$ cat src/rtl/serial_sub_pkg.sv
// Purpose: shared types and sizing helpers for the bit-serial subtractor.
// Latency: n/a (declarations only).
// Backpressure: n/a (declarations only).
package serial_sub_pkg;

  // Sequencer states: accept operands, walk the bits, present the result.
  typedef enum logic [1:0] {
    IDLE,
    SHIFT,
    DONE
  } sub_state_t;

  // Supported operand widths.
  localparam int MIN_WIDTH = 2;
  localparam int MAX_WIDTH = 32;

  // Bit-counter width for a given operand width. The counter only ever
  // holds WIDTH-1 down to 0, so $clog2(WIDTH) bits are enough.
  function automatic int cnt_w(input int width);
    return (width < MIN_WIDTH) ? 1 : $clog2(width);
  endfunction

endpackage : serial_sub_pkg

$ cat src/rtl/full_subtractor.sv
// Purpose: one-bit full subtractor cell computing a - b - bin.
// Latency: purely combinational, zero cycles.
// Backpressure: none; no handshakes.
//
// Ports:
//   a    minuend bit
//   b    subtrahend bit
//   bin  borrow in from the less significant bit
//   d    difference bit
//   bout borrow out to the more significant bit
module full_subtractor
  import serial_sub_pkg::*;
(
  input  logic a,
  input  logic b,
  input  logic bin,
  output logic d,
  output logic bout
);

  assign d = a ^ b ^ bin;

  // Borrow when the minuend bit is 0 and the subtrahend bit is 1, or when
  // the two bits are equal and a borrow is already pending.
  assign bout = (~a & b) | (~(a ^ b) & bin);

endmodule : full_subtractor

$ cat src/rtl/serial_subtractor.sv
// Purpose: bit-serial a - b, LSB first, through one full-subtractor cell.
// Latency: result valid WIDTH cycles after the input handshake.
// Backpressure: result held in DONE until out_ready; in_ready low until then.
//
// Ports:
//   clk, rst_n        rising-edge clock, asynchronous active-low reset
//   in_valid/in_ready operand handshake; in_ready is high only in IDLE
//   a, b              minuend / subtrahend, sampled on the input handshake
//   out_valid/out_ready result handshake
//   diff              (a - b) mod 2^WIDTH
//   borrow            1 iff a < b as unsigned values
//   ovf               two's-complement overflow of a - b
module serial_subtractor
  import serial_sub_pkg::*;
#(
  parameter int WIDTH = 8
) (
  input  logic             clk,
  input  logic             rst_n,
  input  logic             in_valid,
  output logic             in_ready,
  input  logic [WIDTH-1:0] a,
  input  logic [WIDTH-1:0] b,
  output logic             out_valid,
  input  logic             out_ready,
  output logic [WIDTH-1:0] diff,
  output logic             borrow,
  output logic             ovf
);

  localparam int CNT_W = cnt_w(WIDTH);

  sub_state_t       state;
  logic [WIDTH-1:0] a_sr;
  logic [WIDTH-1:0] b_sr;
  // Holds the WIDTH-1 difference bits already produced; the final bit comes
  // straight from the cell on the last SHIFT cycle.
  logic [WIDTH-2:0] r_sr;
  logic [CNT_W-1:0] cnt;
  logic             bq;

  logic             cell_d;
  logic             cell_bo;
  logic [WIDTH-1:0] r_next;
  logic             last_bit;
  logic             ovf_next;

  full_subtractor u_cell (
    .a    (a_sr[0]),
    .b    (b_sr[0]),
    .bin  (bq),
    .d    (cell_d),
    .bout (cell_bo)
  );

  // New difference bit enters at the MSB and everything moves right by one.
  assign r_next   = {cell_d, r_sr};
  assign last_bit = (cnt == '0);

  // On the last SHIFT cycle a_sr[0]/b_sr[0] are the operand sign bits and
  // cell_d is the result sign bit. Overflow: signs of a and b differ and the
  // result sign differs from the sign of a.
  assign ovf_next = (a_sr[0] ^ b_sr[0]) & (cell_d ^ a_sr[0]);

  always_ff @(posedge clk or negedge rst_n) begin
    if (!rst_n) begin
      state     <= IDLE;
      a_sr      <= '0;
      b_sr      <= '0;
      r_sr      <= '0;
      cnt       <= '0;
      bq        <= 1'b0;
      in_ready  <= 1'b1;
      out_valid <= 1'b0;
      diff      <= '0;
      borrow    <= 1'b0;
      ovf       <= 1'b0;
    end else begin
      case (state)
        IDLE: begin
          if (in_valid && in_ready) begin
            a_sr     <= a;
            b_sr     <= b;
            r_sr     <= '0;
            bq       <= 1'b0;
            cnt      <= CNT_W'(WIDTH - 1);
            in_ready <= 1'b0;
            state    <= SHIFT;
          end
        end

        SHIFT: begin
          a_sr <= a_sr >> 1;
          b_sr <= b_sr >> 1;
          r_sr <= r_next[WIDTH-1:1];
          bq   <= cell_bo;
          if (last_bit) begin
            // Borrow out of the MSB cell is the unsigned borrow of a - b.
            diff      <= r_next;
            borrow    <= cell_bo;
            ovf       <= ovf_next;
            out_valid <= 1'b1;
            state     <= DONE;
          end else begin
            cnt <= cnt - CNT_W'(1);
          end
        end

        DONE: begin
          // diff/borrow/ovf are not written here, so they stay frozen until
          // the consumer takes them.
          if (out_ready) begin
            out_valid <= 1'b0;
            in_ready  <= 1'b1;
            state     <= IDLE;
          end
        end

        default: begin
          out_valid <= 1'b0;
          in_ready  <= 1'b1;
          state     <= IDLE;
        end
      endcase
    end
  end

  // in_ready is a registered copy of "state is IDLE".
  a_in_ready_idle : assert property (
    @(posedge clk) disable iff (!rst_n) in_ready == (state == IDLE)
  );

  // A stalled result keeps out_valid high and its payload unchanged.
  a_hold_stable : assert property (
    @(posedge clk) disable iff (!rst_n)
      (out_valid && !out_ready) |=> (out_valid && $stable(diff) &&
                                     $stable(borrow) && $stable(ovf))
  );

endmodule : serial_subtractor

$ cat config.mk
export PLATFORM = sky130hd
export DESIGN_NAME = serial_subtractor
export DESIGN_NICKNAME = d
export VERILOG_FILES = /design/src/rtl/serial_sub_pkg.sv /design/src/rtl/full_subtractor.sv /design/src/rtl/serial_subtractor.sv
export SDC_FILE = /design/constraint.sdc
export NUM_CORES = 1
export LEC_CHECK = 0
export CAP_MARGIN = 20
export CORE_ASPECT_RATIO = 0.9
export CORE_UTILIZATION = 54
export CTS_BUF_LIST = sky130_fd_sc_hd__clkbuf_8
export CTS_CLUSTER_DIAMETER = 200
export DETAILED_ROUTE_END_ITERATION = 10
export PLACE_DENSITY_LB_ADDON = 0.1
export SLEW_MARGIN = 20
export SYNTH_ARGS = -nofsm -noshare
export SYNTH_HDL_FRONTEND = slang
export SYNTH_SLANG_ARGS = --single-unit
$ cat constraint.sdc
create_clock -name clk -period 1.92 [get_ports clk]
set_clock_uncertainty 0.2 [all_clocks]
set_input_delay 0.384 -clock clk [delete_from_list [all_inputs] [get_ports clk]]
set_output_delay 0.384 -clock clk [all_outputs]
set_load 0.02 [all_outputs]
==> metrics.md <==
| Metric | Value |
|---|---|
| Outcome | finished, final reports clean |
| Max-cap viol count | 0 |
| Std cell rows | 19 |
| Post-route design area | 0.00231 mm^2 |
| Global-route wire length before repair | 5770 um |
| Total number of vias | 1310 |
| Worst slew pin tran | 0.327 ns |
| Slew Viols, Final | 0 |
| CP Data Arrival Time | 1.26 ns |
| GR peak layer | met2 |
| DRC Markers | 0 |
| Global route overflow | 0 |
| Nets | 220 |
| Relative slew margins | 78.2% |
| Die Ht | 57.6 um |
| R2R Path Start | cnt[0] |
| WS Path Type | reg2out |
| Detailed Place HPWL | 2410 um |
| #FFs+latches synth | 41 |
| Antenna violations before repair | 0 |
| Core ar. | 0.00316 mm^2 |
| Clock sinks | 41 |
| Worst path slowest cell | clkdlybuf4s50_1 |
| Initial Utilization | 58.7% |
| Avg WL per Cell | 14.0 um |
| CP Buf/Inv Count | 1 |
| Synthesized area per cell | 11.8 um^2 |
| Post-detailed-route count of antenna-violating nets | 0 |
| Vias per cell | 5.48 |
| Period utilization | 96.0% |
| GRT Util Overall | 21.1% |
| Setup bufs post-CTS | 0 |
| Crit path largest cell delay | 0.60 ns |
| Deepest clock path buffer count | 2 |
| Met2 Resource Use GR | 35.1% |
| Setup-failing EPs final | 0 |
| Worst-path clk slew | 0.08 ns |
| HP Start | ovf |
| Fin. Hold Viols | 0 |
| Die width | 63.8 um |
| PortBufs | 31 |
| Drt first pass iters | 4 |
| Seq/Total Area, Yosys | 55.3% |
| CTS tree | done |
| Clk_lat worst skew | 0.29 ns |
| Root buf cell | clkbuf_8 |
| Via count of the first global-routing pass | 1326 |
| Startpoint types | register |
| Num ports | 32 |
| Final WL | 3350 um |
| CP required | 1.34 ns |
| Synthesized Nets | 182 |
| Max Fanout on Critical Path | 2 |
| Crit-path cells | clkdlybuf4s50_1 |
| Setup TNS | 0 ns |
| CTS H-Tree Depth | 2 |
| Synth Cell Area | 0.00186 mm^2 |
| DIE AREA | 0.00368 mm^2 |
| Gpl congestion | 0.800 |
| Hold_ws | 0.289 ns |
| Placed instance area | 0.00222 mm^2 |
| P&R area growth vs syn | 24.7% |
| Largest net degree at the start of global routing | 23 |
| Gate Count Post-Synth | 158 |
| Critical path origin | diff[7] |
| Achievable frequency | 0.542 GHz |
| Layout fillers | 233 |
| VDD IR max | 0.000741 V |
| GR Util met1 | 25.7% |
| Critical Path End Type | primary output |
| RSZ-0062 raised after global routing | no |
| Pwr/cell area | 1450 mW/mm^2 |
| Library cells used by synthesis | 35 |
| Crit path max-delay family | buffers and inverters |
| Number of CTS-inserted buffers | 5 |
| Crit path time final | 1.84 ns |
| N_diodes | 0 |
| DRT iter0 DRCs | 95 |
| Min-delay worst type | reg2reg |
| GR Util met3 | 6.69% |
| Synth Warn # | 0 |
| Static Leak | 1.06 nW |
| Share of cells above drive strength 1 | 11.7% |
==> through the flow <==
| step | setup slack, ns | util (%) | total power, mW | std cells |
|---|---|---|---|---|
| after floorplan | 0.296 | - | 2.40 | 158 |
| after global placement | 0.0726 | 70.2 | 2.77 | 230 |
| after detailed placement | 0.0438 | 70.2 | 2.84 | 230 |
| after CTS | 0.0633 | 73.2 | 3.39 | 239 |
| after global routing | 0.0272 | 73.2 | 3.59 | 239 |
| final | 0.0759 | 73.2 | 3.35 | 239 |
==> kinds of logic (layout without fill, tap and decap cells) <==
logic type / Yosys count / in the layout / share of synthesized area (%)
multiplexers: 22 / 22 / 12.4
adder cells (fa/ha/maj): 4 / 4 / 3.10
AND/OR/NAND/NOR: 18 / 18 / 5.32
XOR/XNOR: 1 / 1 / 0.472
buffers and inverters: 19 / 58 / 5.39
AO/OA/AOI/OAI: 53 / 53 / 18.0
flip-flops: 41 / 41 / 55.3
==> power by group <==
group | internal (mW) | leakage, nW | total, mW | switching (mW)
combinational | 0.694 | 0.495 | 1.40 | 0.705
sequential | 1.20 | 0.523 | 1.41 | 0.213
clock | 0.251 | 0.0439 | 0.538 | 0.287
total | 2.15 | 1.06 | 3.35 | 1.21
==> worst paths after layout <==
path,cells after the start,slack [ns],endpoint
min in group asynchronous,3,0.39,a_sr[0]
max in group asynchronous,3,0.85,in_ready
setup / recovery,1,0.08,diff[7]
setup reg to reg,5,0.24,diff[3]
hold / removal,2,0.29,ovf
hold reg to reg,2,0.29,ovf
==> cells in the mapped netlist (all sizes together) <==
cell     count  area [um^2]
dfrtp       40         1000
o21ai       31          155
mux2i       14          140
buf          9         62.6
inv          8         30.0
mux2         8         90.1
a22o         7         61.3
a21oi        5         28.8
nand2        5         18.8
nor2         5         18.8
ha           3         37.5
a22oi        2         15.0
clkbuf       2         7.51
o31ai        2         15.0
a2bb2oi      1         8.76
a311o        1         10.0
and2b        1         7.51
and3b        1         8.76
dfstp        1         26.3
fa           1         20.0
nand2b       1         6.26
nand3b       1         7.51
nand4bb      1         11.3
nor2b        1         6.26
nor3         1         5.00
o21ba        1         10.0
o22a         1         8.76
o22ai        1         12.5
o2bb2ai      1         8.76
or2          1         8.76
xnor2        1         8.76
==> flip-flops by register name, indices dropped and copies added (netlist names), 2 cells and up <==
signal / cells
a_sr: 8
b_sr: 8
cnt: 3
diff: 8
r_sr: 7
state: 2
==> repair_timing <==
| action | in CTS | in global routing |
|---|---|---|
| hold buffers | 1 | 0 |
| endpoints found under the hold margin | 40 | 0 |
| endpoints found under the setup margin | 1 | 0 |
| resized for setup | 1 | 0 |
==> area by class of cell <==
cell class | count | area [um^2] | share of cell area, %
clock buffer | 5 | 68.8 | 2.97
clock inverter | 3 | 17.5 | 0.757
inverter | 8 | 30.0 | 1.30
multi-input combinational | 98 | 729 | 31.5
sequential | 41 | 1030 | 44.4
tap | 42 | 52.6 | 2.27
timing repair buffer | 42 | 389 | 16.8
==> cell usage in the layout (no fill, tap or decap), drive strengths merged, types with 2 or more instances in the layout <==
cell and instances:
nor2 5, dfrtp 40, clkinv 2, a22o 7, clkbuf 5, a21oi 5, buf 11, ha 3
mux2i 14, mux2 8, inv 8, o31ai 2, nand2 5, a22oi 2, o21ai 31, clkdlybuf4s50 29
==> metal layers <==
| metal | wire length (um) | up-vias |
|---|---|---|
| met5 | 0 | - |
| met4 | 45 | 0 |
| met3 | 140 | 5 |
| met2 | 1620 | 30 |
| met1 | 1550 | 641 |
| li1 | - | 634 |
Note: power is estimated with default switching activity, not from simulation.
